===== config.mk =====
export PLATFORM = sky130hd
export DESIGN_NAME = pipe_hazard_ctrl
export DESIGN_NICKNAME = d
export VERILOG_FILES = /design/src/rtl/pipe_ctrl_pkg.sv /design/src/rtl/pipe_hazard_ctrl_fwd.sv /design/src/rtl/pipe_hazard_ctrl.sv
export SDC_FILE = /design/constraint.sdc
export NUM_CORES = 1
export LEC_CHECK = 0
export BUFFER_PORTS_ARGS = -buffer_cell sky130_fd_sc_hd__buf_4
export CAP_MARGIN = 20
export CORE_UTILIZATION = 30
export DETAILED_ROUTE_END_ITERATION = 10
export GPL_TIMING_DRIVEN = 0
export PLACE_DENSITY_LB_ADDON = 0.2
export SLEW_MARGIN = 20
export SYNTH_ARGS = -nofsm -noshare
export SYNTH_HDL_FRONTEND = slang
export SYNTH_SLANG_ARGS = --single-unit

===== constraint.sdc =====
create_clock -name clk -period 2.05 [get_ports clk]
set_clock_uncertainty 0.1 [all_clocks]
set_input_delay 0.205 -clock clk [delete_from_list [all_inputs] [get_ports clk]]
set_output_delay 0.205 -clock clk [all_outputs]
set_load 0.1 [all_outputs]

===== src/rtl/pipe_ctrl_pkg.sv =====
// Shared definitions for the pipeline hazard controller.
//   state_t   : controller FSM states (RUN, MEMWAIT, ERR)
//   FWD_*     : EX-stage operand forwarding select codes
package pipe_ctrl_pkg;

    typedef enum logic [1:0] {
        RUN     = 2'd0,
        MEMWAIT = 2'd1,
        ERR     = 2'd2
    } state_t;

    localparam logic [1:0] FWD_RF  = 2'b00;  // operand from register file
    localparam logic [1:0] FWD_WB  = 2'b01;  // operand from MEM/WB result
    localparam logic [1:0] FWD_MEM = 2'b10;  // operand from EX/MEM result

endpackage


===== src/rtl/pipe_hazard_ctrl_fwd.sv =====
// fwd_unit: combinational EX-stage forwarding select.
// Ports:
//   ex_rs, ex_rt              : source registers of the EX instruction
//   mem_A3, mem_RegWrite      : destination / write flag of the MEM instruction
//   wb_A3, wb_RegWrite        : destination / write flag of the WB instruction
//   fwd_a, fwd_b              : select for operand A (rs) and B (rt)
module fwd_unit
    import pipe_ctrl_pkg::*;
(
    input  logic [4:0] ex_rs,
    input  logic [4:0] ex_rt,
    input  logic [4:0] mem_A3,
    input  logic       mem_RegWrite,
    input  logic [4:0] wb_A3,
    input  logic       wb_RegWrite,
    output logic [1:0] fwd_a,
    output logic [1:0] fwd_b
);

    // EX/MEM holds the newer value, so it wins over MEM/WB. $0 is hardwired
    // to zero and must never be forwarded.
    function automatic logic [1:0] sel(input logic [4:0] src,
                                       input logic [4:0] m_a3, input logic m_we,
                                       input logic [4:0] w_a3, input logic w_we);
        logic [1:0] r;
        r = FWD_RF;
        if (m_we && (m_a3 != 5'd0) && (m_a3 == src))
            r = FWD_MEM;
        else if (w_we && (w_a3 != 5'd0) && (w_a3 == src))
            r = FWD_WB;
        return r;
    endfunction

    assign fwd_a = sel(ex_rs, mem_A3, mem_RegWrite, wb_A3, wb_RegWrite);
    assign fwd_b = sel(ex_rt, mem_A3, mem_RegWrite, wb_A3, wb_RegWrite);

endmodule


===== src/rtl/pipe_hazard_ctrl.sv =====
// pipe_hazard_ctrl: stall / flush / forwarding controller for a 5-stage
// MIPS pipeline, with a data-memory wait watchdog and a stall-cycle counter.
// Ports:
//   clk, rst                          : clock, synchronous active-high reset
//   id_*                              : ID-stage source regs and usage flags
//   ex_*                              : EX-stage regs, write/load flags, branch taken
//   mem_A3, mem_RegWrite, mem_req     : MEM-stage destination, write flag, dmem request
//   dmem_ready                        : data memory completes the access this cycle
//   wb_A3, wb_RegWrite                : WB-stage destination and write flag
//   pc_en .. memwb_en                 : pipeline register load enables
//   ifid_flush, idex_flush, memwb_flush : load a bubble into that register
//   fwd_a, fwd_b                      : EX operand forwarding selects
//   dmem_err                          : sticky watchdog error
//   stall_cnt                         : saturating count of cycles with pc_en=0
//   dbg_state                         : current FSM state (RUN/MEMWAIT/ERR encoding)
//
// Handshake: the MEM stage presents a request with mem_req (valid); the access
// completes in the cycle dmem_ready (ready) is also high. A cycle with
// mem_req=1 and dmem_ready=0 holds the pipeline; a cycle with both high
// completes without any stall.
module pipe_hazard_ctrl
    import pipe_ctrl_pkg::*;
#(
    parameter int WAIT_MAX = 16,
    parameter int CNT_W    = 16
) (
    input  logic             clk,
    input  logic             rst,
    input  logic [4:0]       id_rs,
    input  logic [4:0]       id_rt,
    input  logic             id_uses_rs,
    input  logic             id_uses_rt,
    input  logic [4:0]       ex_rs,
    input  logic [4:0]       ex_rt,
    input  logic [4:0]       ex_A3,
    input  logic             ex_RegWrite,
    input  logic             ex_MemRead,
    input  logic             ex_branch_taken,
    input  logic [4:0]       mem_A3,
    input  logic             mem_RegWrite,
    input  logic             mem_req,
    input  logic             dmem_ready,
    input  logic [4:0]       wb_A3,
    input  logic             wb_RegWrite,
    output logic             pc_en,
    output logic             ifid_en,
    output logic             idex_en,
    output logic             exmem_en,
    output logic             memwb_en,
    output logic             ifid_flush,
    output logic             idex_flush,
    output logic             memwb_flush,
    output logic [1:0]       fwd_a,
    output logic [1:0]       fwd_b,
    output logic             dmem_err,
    output logic [CNT_W-1:0] stall_cnt,
    output logic [1:0]       dbg_state
);

    localparam int WW = $clog2(WAIT_MAX + 1);

    state_t        state, state_nxt;
    logic [WW-1:0] wait_cnt, wait_nxt;
    logic          memstall, loaduse;
    logic [1:0]    fwd_a_raw, fwd_b_raw;

    // ex_RegWrite is part of the EX-stage view but a load always writes, so
    // the hazard test keys on ex_MemRead alone.
    logic unused_ex_regwrite;
    assign unused_ex_regwrite = ex_RegWrite;

    assign memstall = mem_req & ~dmem_ready;
    assign loaduse  = ex_MemRead & (ex_A3 != 5'd0) &
                      ((id_uses_rs & (id_rs == ex_A3)) |
                       (id_uses_rt & (id_rt == ex_A3)));

    fwd_unit u_fwd (
        .ex_rs        (ex_rs),
        .ex_rt        (ex_rt),
        .mem_A3       (mem_A3),
        .mem_RegWrite (mem_RegWrite),
        .wb_A3        (wb_A3),
        .wb_RegWrite  (wb_RegWrite),
        .fwd_a        (fwd_a_raw),
        .fwd_b        (fwd_b_raw)
    );

    assign fwd_a     = rst ? FWD_RF : fwd_a_raw;
    assign fwd_b     = rst ? FWD_RF : fwd_b_raw;
    assign dmem_err  = (state == ERR) & ~rst;
    assign dbg_state = state;

    always_comb begin
        state_nxt   = state;
        wait_nxt    = wait_cnt;
        pc_en       = 1'b0;
        ifid_en     = 1'b0;
        idex_en     = 1'b0;
        exmem_en    = 1'b0;
        memwb_en    = 1'b0;
        ifid_flush  = 1'b0;
        idex_flush  = 1'b0;
        memwb_flush = 1'b0;

        if (rst) begin
            state_nxt = RUN;
            wait_nxt  = '0;
        end else if (state == ERR) begin
            state_nxt = ERR;
        end else if (memstall) begin
            // Upstream holds; WB retires and a bubble enters MEM/WB.
            memwb_en    = 1'b1;
            memwb_flush = 1'b1;
            if (state == RUN) begin
                state_nxt = MEMWAIT;
                wait_nxt  = '0;
            end else if (wait_cnt == WW'(WAIT_MAX)) begin
                state_nxt = ERR;
            end else begin
                wait_nxt = wait_cnt + 1'b1;
            end
        end else begin
            state_nxt = RUN;
            wait_nxt  = '0;
            pc_en     = 1'b1;
            ifid_en   = 1'b1;
            idex_en   = 1'b1;
            exmem_en  = 1'b1;
            memwb_en  = 1'b1;
            if (ex_branch_taken) begin
                // The ID instruction is squashed, so a load-use hazard on it is moot.
                ifid_flush = 1'b1;
                idex_flush = 1'b1;
            end else if (loaduse) begin
                // Hold PC and IF/ID one cycle, insert one bubble into ID/EX.
                pc_en      = 1'b0;
                ifid_en    = 1'b0;
                idex_flush = 1'b1;
            end
        end
    end

    always_ff @(posedge clk) begin
        if (rst) begin
            state     <= RUN;
            wait_cnt  <= '0;
            stall_cnt <= '0;
        end else begin
            state    <= state_nxt;
            wait_cnt <= wait_nxt;
            if (!pc_en && (stall_cnt != {CNT_W{1'b1}}))
                stall_cnt <= stall_cnt + 1'b1;
        end
    end

endmodule


==> run metrics <==
Avg Synthesized Cell Area=8.27 µm²; Post-Synthesis Cells=203; Post-Syn Area=0.00168 mm²; Post-route DRC=0; DP HPWL=3610 µm; Synth top cells by count=23 x dfxtp_1, 18 x xor2_1, 16 x nor2_1, 16 x xnor2_1, 14 x nand2_1; Hold Vio Cnt, Final=0; Area contributors post-synth=dfxtp_1 27%, xor2_1 9.4%, xnor2_1 8.3%, or4_1 4.5%, nor2_1 3.6%; Arr. time, crit path=1.72 ns; Die ar.=0.00590 mm²; Post-CTS Hold Fix Bufs=0; sequential-to-total area share from yosys stat=0.274; Pleak=1.06 nW; CTS tree=done; hold_ws=0.209 ns; status=complete, no violations; Worst Hold Class=in2reg; Tcrit/Tclk final=0.987; layout cell share with drive strength beyond 1=0.484; CTS Sinks=23; Root Driver=clkbuf_8; ANT nets after route=0; Max Slew Vio Count=0; CP Capture Type=primary output; # setup viols final=0; count leader, synth=dfxtp_1; DIE WIDTH=76.8 µm; vias in the first global route=1813; Final #Nets=339; Slew @ Worst Pin=0.566 ns; Total GRT Usage=0.163; CTS Buffer Depth=2; initial core utilization=0.321; Tmin final=2.02 ns; Worst EP required=1.75 ns; commonest register cell after synthesis=dfxtp_1; Synth async-reset ratio=0; gr ovfl total=0; Core Region=0.00524 mm²; register bit total from synthesis=23; initial antenna violation count=0; Mapped Nets=252; Vias=1820; Max Fclk=494 MHz; Power Dens Cells=427 mW/mm²; max-cap viol count=0; H-tree depth=1; largest net degree at the start of global routing=13; startpoint class of the critical path=primary input; Post-synth EDFFs=0; Rows=26; CP Max Fanout=3; worst vdd ir=0.230 mV; CTS Buf Count=3; RSZ-0062 raised after global routing=yes; diode count=0; Area Growth Syn to Fin=61.4%; Routed WL=4680 µm; Yosys top cell by area=dfxtp_1; Ys Warns=0; WL/cell=13.0 µm; I/O pin cnt=77; Clock Latency Late Sink=0.27 ns; Synth cell types=47; Total Power=0.00116 W; routability cong.=0.751; DRT iter0 DRCs=50; top cell type's share of synthesized area=0.274; WS Path Type=in2out; first-pass detailed-route iteration total=4; mean number of vias per cell=5.07; Reg clk slew, reported paths=0.08 ns; die span in y=76.8 µm; slew margin rel.=0.623; port bufs=75; first-pass GRT wire length=8040 µm
## flip-flops by register name (all words and copies together), names as in the netlist, named ones only
signal     cells
dbg_state      1
stall_cnt     16
wait_cnt       5
## where the power goes
part / internal, W / switching [W] / total [W]
sequential: 0.000450 / 0.00000710 / 0.000457
clock: 0.000139 / 0.000147 / 0.000286
combinational: 0.000172 / 0.000242 / 0.000414
## stage by stage
stage          setup WS [ns]   util  setup TNS [ns]  instances  area, µm²
2_1_floorplan         -0.669      -          -11.17        203       1870
3_3_place_gp          -0.379  0.480           -4.70        348       2520
3_5_place_dp          -0.359  0.480           -4.50        348       2520
4_1_cts             -0.00941  0.514        -0.00941        359       2690
5_1_grt              -0.0461  0.517          -0.112        359       2710
6_report              0.0263  0.517               0        359       2710
## cell type report
class,count,area (µm²)
fillers,530,2530
multi-input cells,164,1280
repair buffers,82,659
flip-flops and latches,23,490
plain buffers,9,115
well taps,70,87.6
clock buffers,4,45.0
inverters,7,28.8
## final timing paths
check                        to  slack [ns]          start  depth (start not counted)
setup / recovery          pc_en        0.03       ex_A3[4]                         10
hold / removal      wait_cnt[1]        0.21     dmem_ready                          4
setup reg to reg   stall_cnt[7]        0.09   stall_cnt[0]                          8
hold reg to reg   stall_cnt[10]        0.39  stall_cnt[10]                          2
## worst max-delay path, stage by stage
cell,delay [ns]
buf_8,0.10
or4_4,0.53
o21ai_2,0.14
or2_4,0.14
o21ai_4,0.06
inv_2,0.09
buf_8,0.10
buf_12,0.10
buf_12,0.09
buf_12,0.16
## cell families after synthesis
logic type                 Yosys count  synth area share
and+or+nand+nor                     91             0.317
adders and majority gates            3            0.0224
xor gates and xnor gates            34             0.177
DFF                                 23             0.274
buffers and inverters               16            0.0499
AOI/OAI and AO/OA                   32             0.132
muxes                                4            0.0268
## per-layer routing
metal,part of all wire,vias up,global-route usage
met1,0.44,823,0.204
met3,0.088,6,0.0440
met2,0.45,77,0.268
li1,-,914,-
met5,0,-,0
met4,0.014,0,0.0558
## cell usage in the layout, fill, tap and decap left out, types with 5 or more instances in the layout
cell and n:
nor2_1 13, a21oi_1 10, xor2_1 18, dfxtp_2 12, buf_4 78, dfxtp_1 7
or4_1 7, nand4_1 6, xnor2_1 16, nand2_1 14, nand3_1 11, o31ai_1 5
nor2b_1 5
## what timing repair did
action | CTS | global route
resized for setup | 20 | 5
endpoints found under the setup margin | 18 | 8
pin swaps | 10 | 4
setup buffers | 7 | 0
Power figures use the tool's default switching activity.
